File: config.mk
export PLATFORM = sky130hd
export DESIGN_NAME = message_scroller
export DESIGN_NICKNAME = d
export VERILOG_FILES = /design/src/rtl/message_scroller.sv
export SDC_FILE = /design/constraint.sdc
export NUM_CORES = 1
export LEC_CHECK = 0
export BUFFER_PORTS_ARGS = -buffer_cell sky130_fd_sc_hd__buf_2
export CAP_MARGIN = 20
export CORE_UTILIZATION = 55
export CTS_CLUSTER_SIZE = 12
export DETAILED_ROUTE_END_ITERATION = 12
export GPL_TIMING_DRIVEN = 0
export HOLD_SLACK_MARGIN = 0.02
export PLACE_DENSITY_LB_ADDON = 0.1
export SYNTH_ARGS = -nofsm -noshare
export SYNTH_HDL_FRONTEND = slang
export SYNTH_SLANG_ARGS = --single-unit
File: constraint.sdc
create_clock -name clk -period 2.6 [get_ports clk]
set_input_delay 0.65 -clock clk [delete_from_list [all_inputs] [get_ports clk]]
set_output_delay 0.65 -clock clk [all_outputs]
set_load 0.01 [all_outputs]
File: src/rtl/message_scroller.sv
// message_scroller: sliding four-character window over a scrolling message for the LED driver.
// Optional `MSG_LOAD_EN adds a write port (wr_en/wr_addr/wr_data) so the message can be changed at run time.
module message_scroller #(
  parameter int MSG_LEN       = 16,
  parameter int SCROLL_CYCLES = 1_000_000,
  parameter int PTR_W         = 4
) (
  input  logic             clk,
  input  logic             reset,
  input  logic             step_btn,
  input  logic             pause,
  output logic [3:0]       char3,
  output logic [3:0]       char2,
  output logic [3:0]       char1,
  output logic [3:0]       char0,
  output logic [PTR_W-1:0] ptr,
  output logic             wrap
`ifdef MSG_LOAD_EN
  ,
  input  logic             wr_en,
  input  logic [PTR_W-1:0] wr_addr,
  input  logic [3:0]       wr_data
`endif
);
  localparam int               CNT_W   = $clog2(SCROLL_CYCLES);
  localparam logic [CNT_W-1:0] CNT_MAX = CNT_W'(SCROLL_CYCLES - 1);
  localparam logic [PTR_W-1:0] PTR_MAX = PTR_W'(MSG_LEN - 1);
  logic [CNT_W-1:0] r_cnt;
  logic             r_btn_q;
  logic [3:0]       w_msg [MSG_LEN];
  logic             w_step_adv;
  logic             w_auto_adv;
  logic             w_adv;
  assign w_step_adv = step_btn & ~r_btn_q;
  assign w_auto_adv = ~pause & (r_cnt == CNT_MAX);
  assign w_adv      = w_step_adv | w_auto_adv;
`ifdef MSG_LOAD_EN
  logic [3:0] r_msg [MSG_LEN];
  // Writable message store, reloaded with the default 0..F pattern on reset
  always_ff @(posedge clk or negedge reset)
    if (!reset) for (int i = 0; i < MSG_LEN; i++) r_msg[i] <= 4'(i);
    else if (wr_en) r_msg[wr_addr] <= wr_data;
  // Window reads come from the stored message
  always_comb for (int i = 0; i < MSG_LEN; i++) w_msg[i] = r_msg[i];
`else
  // Fixed message: code i at index i, folds to constants
  always_comb for (int i = 0; i < MSG_LEN; i++) w_msg[i] = 4'(i);
`endif
  // Tick counter, button edge detect, window pointer, wrap pulse and registered window
  always_ff @(posedge clk or negedge reset)
    if (!reset) begin
      r_cnt   <= '0;
      r_btn_q <= 1'b0;
      ptr     <= '0;
      wrap    <= 1'b0;
      char3   <= 4'd0;
      char2   <= 4'd1;
      char1   <= 4'd2;
      char0   <= 4'd3;
    end else begin
      r_btn_q <= step_btn;
      r_cnt   <= w_adv ? '0 : pause ? r_cnt : r_cnt + 1'b1;
      ptr     <= w_adv ? ptr + 1'b1 : ptr;
      wrap    <= w_adv & (ptr == PTR_MAX);
      char3   <= w_msg[ptr];
      char2   <= w_msg[ptr + PTR_W'(1)];
      char1   <= w_msg[ptr + PTR_W'(2)];
      char0   <= w_msg[ptr + PTR_W'(3)];
    end
endmodule
==> results_dict.tcl <==
set metrics [dict create \
    p_switching_uw 559 \
    core_area_sq_um 3130 \
    synthAdderAreaFrac_pct 3.39 \
    slew_violations 0 \
    synthCells 172 \
    slew-limit-headroom_pct 43.3 \
    antenna_found_initial 0 \
    grt_pass1_wl_mm 6.11 \
    cts_root_buf "clkbuf_4" \
    power_density_nw_per_um2 833 \
    synth.net_count 181 \
    ant_nets 0 \
    combinationalPowerShare_pct 30.3 \
    die_h_microns 59.9 \
    fin_util_pct 66.8 \
    min_period_over_period_pct 87.0 \
    hp-class "in -> async" \
    h-tree-depth 2 \
    netlist.area_leader.share_pct 50.2 \
    status "completed" \
    yosys.area_share.simple_pct 17.6 \
    grtUsageTotal_pct 24.1 \
    yosysUniqueCellTypes 37 \
    cts_setup_buffers 0 \
    wire_per_inst_microns 13.9 \
    maxCapViolations 0 \
    pre_cts_ws_ns 0.246 \
    tns_ns 0 \
    p_leak_nw 0.884 \
    synth-compound-area-share_pct 13.6 \
    worstPathArrival_ns 2.54 \
    dp_hpwl_mm 2.51 \
    nets 212 \
    worst_slew_pin_slew_ns 0.850 \
    ys.warnings.count 0 \
    place_congestion 0.855 \
    grt_overflow_total 0 \
    drive_gt1_share_pct 19.6 \
    syn2layout_area_growth_pct 13.2 \
    rsz0062_at_grt "no" \
    cts_sinks 40 \
    grt_max_degree 41 \
    drcViolationCount 0 \
    grt_pass1_vias 1340 \
    setup_viol 0 \
    layout_common_cells "37 x dfrtp_1, 27 x buf_2, 14 x a21oi_1" \
    skew_ns 0.0132 \
    required_ns 2.87 \
    die_x_microns 59.9 \
    yosysTopAreaCell "dfrtp_1" \
    finalCriticalPeriod_ns 2.26 \
    hold_buffers 0 \
    synth-xor-area-share_pct 6.64 \
    clock_latency_ns 0.35 \
    ys_ff_latch 40 \
    pwr-share-clk_pct 20.1 \
    seqPwrFrac_pct 49.6 \
    io_buffers 24 \
    switching_share_pct 32.1 \
    clk_pin_slew_ns 0.12 \
    first_iter_violations 73 \
    diodes 0 \
    synth.area.top_cells "dfrtp_1 50%, xnor2_1 5.7%, dfstp_2 4.3%" \
    critPathLaunchType "flip-flop" \
    totalWireLength_mm 3.44 \
    critPathKind "reg -> reg" \
    drt_first_pass_iters 4 \
    synth_mux_area_share_pct 0.542 \
    pin_count 25 \
    ys_seq_area_share_pct 54.4 \
    fmax_ghz 0.442 \
    ir_drop_v 0.000755 \
    synth_top_family_by_area "simple AND/OR/NAND/NOR gates" \
    syn_area_sq_um 1850 \
    tritoncts "done" \
    dieArea_sq_um 3590 \
    cts_resized 0 \
    mostFrequentLayoutCell "dfrtp_1" \
    cts_buffers 5 \
    cp-end-kind "flip-flop" \
    vias 1415 \
    crit_fanout 10 \
    vias_per_cell 5.71 \
    syn_area_per_cell_sq_um 10.7 \
    cell_internal_pwr_mw 1.18 \
    finalHoldViolations 0 \
    setup_slack_ns 0.337 \
    num_rows 20 \
    clockBufferDepth 2 \
    initial_utilization_pct 59.0 \
]
## routing by layer
| layer | up-vias | routed length, microns | GRT usage, % |
|---|---|---|---|
| met5 | - | 0 | 0 |
| met4 | 0 | 89 | 13.0 |
| met3 | 8 | 157 | 8.01 |
| met2 | 32 | 1630 | 36.3 |
| met1 | 691 | 1560 | 30.5 |
| li1 | 684 | - | - |
## sequential cells by signal, summed over array words and instances (netlist names)
| signal | count |
|---|---|
| char0 | 3 |
| char1 | 3 |
| char2 | 4 |
| char3 | 4 |
| ptr | 4 |
| r_btn_q | 1 |
| r_cnt | 20 |
| wrap | 1 |
## power groups by stage
stage               clock network [mW]  logic, mW  registers [mW]
detailed placement                   0      0.536           0.878
global route                     0.393      0.601           0.883
floorplan                            0      0.255           0.941
CTS                              0.363      0.538           0.865
finish                           0.350      0.528           0.863
global placement                     0      0.516           0.865
## logic make-up after synthesis
family	Yosys count
buffers and inverters	15
xor gates and xnor gates	14
DFF	40
adders and majority gates	5
muxes	1
AOI/OAI and AO/OA	39
and+or+nand+nor	58
## path summary, 6_finish.rpt
check                          from  slack, ns         to  cells past startpoint
min                           reset       0.39   char2[3]                      1
min in group clk           step_btn       0.42    r_btn_q                      1
max reg2reg                r_cnt[0]       0.34     ptr[1]                      7
max in group asynchronous     reset       1.67  r_cnt[16]                      1
max                        r_cnt[0]       0.34     ptr[1]                      7
min reg2reg                  ptr[3]       0.43   char3[3]                      0
## stage by stage
step / hold slack, ns / total power [mW] / area (sq um) / cells
after floorplan: 0.354 / 1.20 / 1850 / 172
after global placement: 0.377 / 1.38 / 2020 / 240
after detailed placement: 0.397 / 1.41 / 2020 / 240
after CTS: 0.401 / 1.77 / 2090 / 248
after global routing: 0.405 / 1.88 / 2090 / 248
final: 0.386 / 1.74 / 2090 / 248
## critical path: stages (launching register included)
cell and delay, ns:
dfrtp_1 0.42, ha_1 0.19, nand3_1 0.23, or4_1 0.55, buf_2 0.17, o21ai_1 0.21
buf_4 0.22, mux2i_1 0.19
## synthesized netlist by cell type
library cell   n
a2111oi_0      2
a211oi_1       3
a21oi_1       14
and2_1         1
and3_1         2
and4_1         3
buf_1          1
buf_2          3
buf_4          3
clkbuf_1       1
dfrtp_1       37
dfstp_2        3
ha_1           5
inv_1          7
mux2i_1        1
nand2_1       11
nand2b_1       3
nand3_1        5
nand4_1        3
nor2_1        10
nor2b_1        2
nor3_1         2
nor3b_1        1
nor4_1         2
o2111ai_1      3
o211a_1        1
o211ai_1       3
o21ai_0        7
o21ai_1        1
o21ba_1        1
o31a_1         1
o31ai_1        3
or3_1          6
or4_1          5
or4b_1         2
xnor2_1       12
xor2_1         2
## layout make-up
class	instances	area (sq um)
fillers	262	1040
flip-flops and latches	40	1000
multi-input cells	117	769
repair buffers	24	120
clock buffers	8	68.8
well taps	44	55.1
plain buffers	8	45.0
inverters	7	26.3
No activity file was read; power rests on OpenSTA's default activity.
